$ cat src/rtl/alu_issue_stage.sv
// alu_issue_stage: ID/EX register in front of the 32-bit ALU.
// It resolves the operands with EX/MEM and MEM/WB forwarding, extends
// and selects the immediate, decodes the 4-bit ALU control code, and
// holds one entry behind a valid/ready handshake. It also keeps issue
// and stall counters for performance debug.
//
// Ports
//   clk, reset                 rising-edge clock, synchronous active-high reset
//   in_valid / in_ready        decode-side handshake
//   rs/rt/rd_addr, rs/rt_data  register numbers and register-file read data
//   imm16, imm_zext, alu_src   immediate and operand-B select
//   alu_op, funct              ALU operation class and R-type function
//   exmem_*, memwb_*           forwarding sources
//   flush                      squash the held entry
//   A_in, B_in, ALU_ctrl,
//   out_rd, illegal_op         registered entry for the EX stage
//   out_valid / out_ready      EX-side handshake
//   issue_cnt, stall_cnt       performance counters (wrap)
module alu_issue_stage #(
  parameter int DW = 32,
  parameter int RW = 5,
  parameter int CW = 32
) (
  input  logic          clk,
  input  logic          reset,
  input  logic          in_valid,
  output logic          in_ready,
  input  logic [RW-1:0] rs_addr,
  input  logic [RW-1:0] rt_addr,
  input  logic [RW-1:0] rd_addr,
  input  logic [DW-1:0] rs_data,
  input  logic [DW-1:0] rt_data,
  input  logic [15:0]   imm16,
  input  logic          imm_zext,
  input  logic          alu_src,
  input  logic [1:0]    alu_op,
  input  logic [5:0]    funct,
  input  logic          exmem_wr_en,
  input  logic          memwb_wr_en,
  input  logic [RW-1:0] exmem_rd,
  input  logic [RW-1:0] memwb_rd,
  input  logic [DW-1:0] exmem_data,
  input  logic [DW-1:0] memwb_data,
  input  logic          flush,
  output logic [DW-1:0] A_in,
  output logic [DW-1:0] B_in,
  output logic [3:0]    ALU_ctrl,
  output logic [RW-1:0] out_rd,
  output logic          illegal_op,
  output logic          out_valid,
  input  logic          out_ready,
  output logic [CW-1:0] issue_cnt,
  output logic [CW-1:0] stall_cnt
);

  logic [DW-1:0] a_q, a_d;
  logic [DW-1:0] b_q, b_d;
  logic [3:0]    ctrl_q, ctrl_d;
  logic [RW-1:0] rd_q;
  logic          ill_q, ill_d;
  logic          valid_q;
  logic [CW-1:0] issue_q, stall_q;

  logic [DW-1:0] fwd_rs, fwd_rt, imm_ext;
  logic          accept;

  // EX/MEM wins over MEM/WB; register 0 is hard-wired and never forwarded.
  function automatic logic [DW-1:0] forward(input logic [RW-1:0] addr,
                                            input logic [DW-1:0] rf_data);
    if (exmem_wr_en && exmem_rd == addr && addr != '0)
      return exmem_data;
    else if (memwb_wr_en && memwb_rd == addr && addr != '0)
      return memwb_data;
    else
      return rf_data;
  endfunction

  always_comb begin
    fwd_rs  = forward(rs_addr, rs_data);
    fwd_rt  = forward(rt_addr, rt_data);
    imm_ext = imm_zext ? DW'(imm16) : DW'($signed(imm16));
    a_d     = fwd_rs;
    b_d     = alu_src ? imm_ext : fwd_rt;
  end

  always_comb begin
    ctrl_d = 4'b0010;
    ill_d  = 1'b0;
    unique case (alu_op)
      2'b00: ctrl_d = 4'b0010;
      2'b01: ctrl_d = 4'b0110;
      2'b11: ctrl_d = 4'b1111;
      default: begin
        case (funct)
          6'b100000: ctrl_d = 4'b0010;
          6'b100010: ctrl_d = 4'b0110;
          6'b100100: ctrl_d = 4'b0000;
          6'b100101: ctrl_d = 4'b0001;
          6'b100111: ctrl_d = 4'b1100;
          6'b101010: ctrl_d = 4'b0111;
          default:   ill_d  = 1'b1;
        endcase
      end
    endcase
  end

  // Flush blocks capture so a squashed cycle never loads a new entry.
  assign in_ready = (~valid_q | out_ready) & ~flush;
  assign accept   = in_valid & in_ready;

  always_ff @(posedge clk) begin
    if (reset) begin
      valid_q <= 1'b0;
      a_q     <= '0;
      b_q     <= '0;
      ctrl_q  <= 4'b0010;
      rd_q    <= '0;
      ill_q   <= 1'b0;
      issue_q <= '0;
      stall_q <= '0;
    end else begin
      if (accept) begin
        valid_q <= 1'b1;
        a_q     <= a_d;
        b_q     <= b_d;
        ctrl_q  <= ctrl_d;
        rd_q    <= rd_addr;
        ill_q   <= ill_d;
      end else if (flush || out_ready) begin
        valid_q <= 1'b0;
      end
      if (valid_q && out_ready) issue_q <= issue_q + 1'b1;
      if (in_valid && !in_ready) stall_q <= stall_q + 1'b1;
    end
  end

  assign A_in       = a_q;
  assign B_in       = b_q;
  assign ALU_ctrl   = ctrl_q;
  assign out_rd     = rd_q;
  assign illegal_op = ill_q;
  assign out_valid  = valid_q;
  assign issue_cnt  = issue_q;
  assign stall_cnt  = stall_q;

endmodule

$ cat config.mk
export PLATFORM = sky130hd
export DESIGN_NAME = alu_issue_stage
export DESIGN_NICKNAME = d
export VERILOG_FILES = /design/src/rtl/alu_issue_stage.sv
export SDC_FILE = /design/constraint.sdc
export NUM_CORES = 1
export LEC_CHECK = 0
export CAP_MARGIN = 20
export CORE_MARGIN = 1.5
export CORE_UTILIZATION = 45
export CTS_CLUSTER_DIAMETER = 200
export DETAILED_ROUTE_END_ITERATION = 8
export PLACE_DENSITY = 0.85
export SLEW_MARGIN = 20
export SYNTH_ARGS = -nofsm -noshare
export SYNTH_HDL_FRONTEND = slang
export SYNTH_SLANG_ARGS = --single-unit
$ cat constraint.sdc
create_clock -name clk -period 6.5 [get_ports clk]
set_input_delay 1.625 -clock clk [delete_from_list [all_inputs] [get_ports clk]]
set_output_delay 1.625 -clock clk [all_outputs]
set_load 0.02 [all_outputs]
==> Flow_metrics.wiki <==
{| class="wikitable"
! Metric !! Value
|-
| Outcome || finished clean
|-
| Chip Height || ~130 um
|-
| Share of post-route cells with drive strength above 1 || 0.06914
|-
| Global-route layer with the greatest usage || met2
|-
| Transition time at the pin with the least slew margin || roughly 1200 ps
|-
| Clock root buffer || clkbuf_16
|-
| Net count of the mapped netlist || 1035
|-
| Cell family with most CP delay || buffers and inverters
|-
| Simple-gate area share of the yosys netlist || 0.1761
|-
| Longest individual stage delay on the worst path || ~650 ps
|-
| R2R setup slack || ~3800 ps
|-
| Setup crit start kind || input port
|-
| Setup TNS after final layout || 0 ps
|-
| Worst IR drop on VDD || roughly 0.19 mV
|-
| Required time of the worst setup path || 4880 ps
|-
| Clock period minus worst slack || about 5100 ps
|-
| Setup CP Type || input port to primary output
|-
| H-tree lvl count || 4
|-
| Slowest stage cell on the critical path || nor2b_1
|-
| Maximum fanout count along the critical path || 9
|-
| Core ar. || about 16000 um^2
|-
| Final Hold Vio Count || 0
|-
| Maximum number of pins on one net before global-route repair || 84
|-
| Worst hold slack after final layout || 460.0 ps
|-
| Total of endpoints with negative setup slack in the final report || 0
|-
| Die span in x || around 130 um
|-
| NumNets Final || approximately 1300
|-
| Site row count || 46
|-
| Destination of the worst register-to-register timing path || A_in[18]
|-
| Synthesized-area fraction occupied by xor and xnor cells || 0.07728
|-
| Post-Synth Adder-Cell Area || 0.003397
|-
| Fill cells || 1211
|-
| Fraction of the yosys area taken by sequential cells || 0.3777
|-
| Final critical-path share of the clock period || 0.7839
|-
| Count of antenna-violating nets left after detailed routing || 0
|-
| CP dominant cell by count || clkdlybuf4s50_1
|-
| Reg-to-Reg Start || out_valid
|-
| Area growth from synthesis to final layout || 53.60%
|-
| Setup repair after global routing missed its margin || no
|-
| TritonCTS buffer count || 17
|-
| WP data arrival || between 3000 and 4000 ps
|-
| Clock skew after layout || roughly 12 ps
|-
| Via density per instance || between 5 and 6
|-
| Detail Placement HPWL || ~19000 um
|-
| Largest family of logic cells by synthesized area || compound AO/OA/AOI/OAI gates
|-
| Fmax achieved || between 150 and 200 MHz
|-
| Wire length of the first global-routing pass || about 40000 um
|-
| Number of buffers inserted by port buffering || ~330
|-
| Total power per unit cell area || approximately 200 nW/um^2
|-
| Seq cells post-synth || between 100 and 150
|-
| Number of DRC violations after detailed routing || 0
|-
| Worst reg2reg path depth || 7
|-
| Most used flip-flop cell after synthesis || dfxtp_1
|-
| Routed wire length per instance || roughly 19 um
|-
| EDFF count, synth || 0
|-
| Worst hold path startpoint || out_rd[4]
|-
| DR pass1 iterations || 5
|-
| Number of instances in the synthesized netlist || approximately 850
|-
| Fraction of synthesized area in multiplexers || 0.06946
|-
| Detailed-route wire length || 26100 um
|-
| Clock tree buffer depth || 2
|-
| Routed vias || approximately 7800
|-
| Compound-Gate Fraction of Synth Area || 0.2305
|-
| Top-level I/O count || 326
|-
| Final estimated routing congestion in global placement || approximately 0.90
|-
| Number of warnings issued by yosys || 0
|-
| Worst slew margin relative to its limit || 0.1988
|-
| Static leakage power || approximately 4 nW
|-
| Post-layout power || approximately 2.3 mW
|-
| Hold-fix buffers at CTS || 0
|-
| Max-cap violations || 0
|-
| Via count of the first global-routing pass || 7521
|-
| Post-Synthesis Cell Area || between 7000 and 8000 um^2
|-
| Number of pins exceeding their max-slew limit in the final report || 0
|-
| TritonCTS clock tree || done
|-
| Per-instance average area after synthesis || about 8.7 um^2
|-
| Number of distinct library cells after synthesis || 58
|-
| Post-CTS setup buffers || 0
|-
| Initial antenna violation count || 1
|-
| Hold Crit Depth || 2
|-
| Die area || about 17000 um^2
|-
| GRT met3 Usage || 0.08347
|-
| Hold endpoint || out_rd[4]
|-
| Number of buffer and inverter stages on the critical path || 2
|-
| Clk pin slew, worst setup/hold paths || about 60 ps
|-
| Total congestion overflow after global routing || 0
|-
| Class of the worst hold path || flip-flop to flip-flop
|-
| Kind of capture point of the worst setup path || primary output
|-
| Cell Chain, Critical Path || clkdlybuf4s50_1, nor2b_1, nor2_1, clkdlybuf4s50_1
|-
| Starting DRC count in detailed routing || about 600
|-
| Met1 track utilization from global routing || 0.3423
|-
| Post-synth ARST share || 0
|-
| Clock network latency to the later pin of the worst-skew pair || around 420 ps
|-
| Initial Utilization || 0.4621
|-
| Overall Global Routing Usage || 0.3030
|-
| Met2 GRT Util || 0.5177
|-
| Post-CTS sizing || 0
|-
| Total clock sinks || 139
|}
-- where the power goes --
| group | total, mW | switching (mW) | internal [mW] |
|---|---|---|---|
| clock | 1.03 | 0.384 | 0.644 |
| combinational | 0.378 | 0.178 | 0.200 |
| sequential | 0.898 | 0.0179 | 0.880 |
-- cells in the mapped netlist, types with 17 or more instances --
library cell | number | area share
dfxtp_1 | 139 | 0.38
nor2_1 | 99 | 0.050
xnor2_1 | 51 | 0.061
mux2i_1 | 50 | 0.068
inv_1 | 48 | 0.024
nand2_1 | 38 | 0.019
clkbuf_1 | 37 | 0.019
a22oi_1 | 32 | 0.033
o21ai_0 | 27 | 0.018
a211oi_2 | 20 | 0.034
a21oi_1 | 20 | 0.014
nand3_1 | 20 | 0.014
o21ai_1 | 20 | 0.014
nor4_1 | 18 | 0.015
a31oi_1 | 17 | 0.014
nor3_1 | 17 | 0.012
-- sequential cells by signal, indices dropped and copies added, names as in the netlist --
| name | count |
|---|---|
| out_rd | 5 |
| B_in | 32 |
| ALU_ctrl | 4 |
| out_valid | 1 |
| issue_cnt | 32 |
| A_in | 32 |
| stall_cnt | 32 |
| illegal_op | 1 |
-- worst max-delay path by stage --
stage | startpoint | cells past startpoint | to
after CTS | out_ready | 4 | in_ready
after global routing | out_ready | 4 | in_ready
after detailed placement | out_ready | 4 | in_ready
after floorplan | flush | 2 | in_ready
after global placement | out_ready | 4 | in_ready
final | out_ready | 4 | in_ready
-- routing by layer --
| layer | wire (um) | part of all wire |
|---|---|---|
| met2 | 12860 | 0.49 |
| met5 | 0 | 0 |
| met4 | 1302 | 0.050 |
| met3 | 2157 | 0.083 |
| met1 | 9780 | 0.37 |
-- logic make-up after synthesis --
logic type,count (synthesis)
mux,51
fa+ha+maj,2
compound gates,229
buf+inv,107
flops,139
simple gates,254
xor+xnor,65
-- metrics by stage --
stage	cells	utilization	worst slack [ps]	area, um^2
after floorplan	847	-	2714	7367
after global placement	1341	0.6704	1458	10690
after detailed placement	1341	0.6704	1417	10690
after CTS	1373	0.7095	1419	11310
after global routing	1374	0.7098	1335	11320
final	1374	0.7098	1405	11320
-- area by class of cell --
type	count	area (um^2)	area share
Multi-Input combinational cell	601	4119	0.3640
Inverter	49	183.9	0.01625
Sequential cell	139	2783	0.2459
Clock inverter	14	195.2	0.01725
Clock buffer	18	429.2	0.03793
Tap cell	216	270.3	0.02388
Timing Repair Buffer	336	3333	0.2946
Antenna cell	1	2.502	0.0002211
-- worst min-delay path: stages (launching register included) --
cell,delay (ps)
dfxtp_1,310
nand2_1,50
a21oi_1,50
-- cells in the final DEF (no fill, tap or decap), types with 9 or more instances in the layout --
| cell type | n |
|---|---|
| a211oi_1 | 13 |
| a211oi_2 | 19 |
| a21boi_0 | 16 |
| a21oi_1 | 20 |
| a22oi_1 | 32 |
| a311o_1 | 16 |
| a31oi_1 | 17 |
| and4_1 | 14 |
| buf_4 | 12 |
| clkbuf_16 | 17 |
| clkdlybuf4s50_1 | 324 |
| dfxtp_1 | 139 |
| inv_1 | 48 |
| mux2i_1 | 50 |
| nand2_1 | 38 |
| nand3_1 | 20 |
| nand4_1 | 9 |
| nor2_1 | 98 |
| nor3_1 | 17 |
| nor4_1 | 18 |
| o21ai_0 | 27 |
| o21ai_1 | 20 |
| o221ai_1 | 16 |
| o22ai_1 | 16 |
| or3_1 | 12 |
| xnor2_1 | 51 |
| xor2_1 | 14 |
No activity file was read; power rests on OpenSTA's default activity.
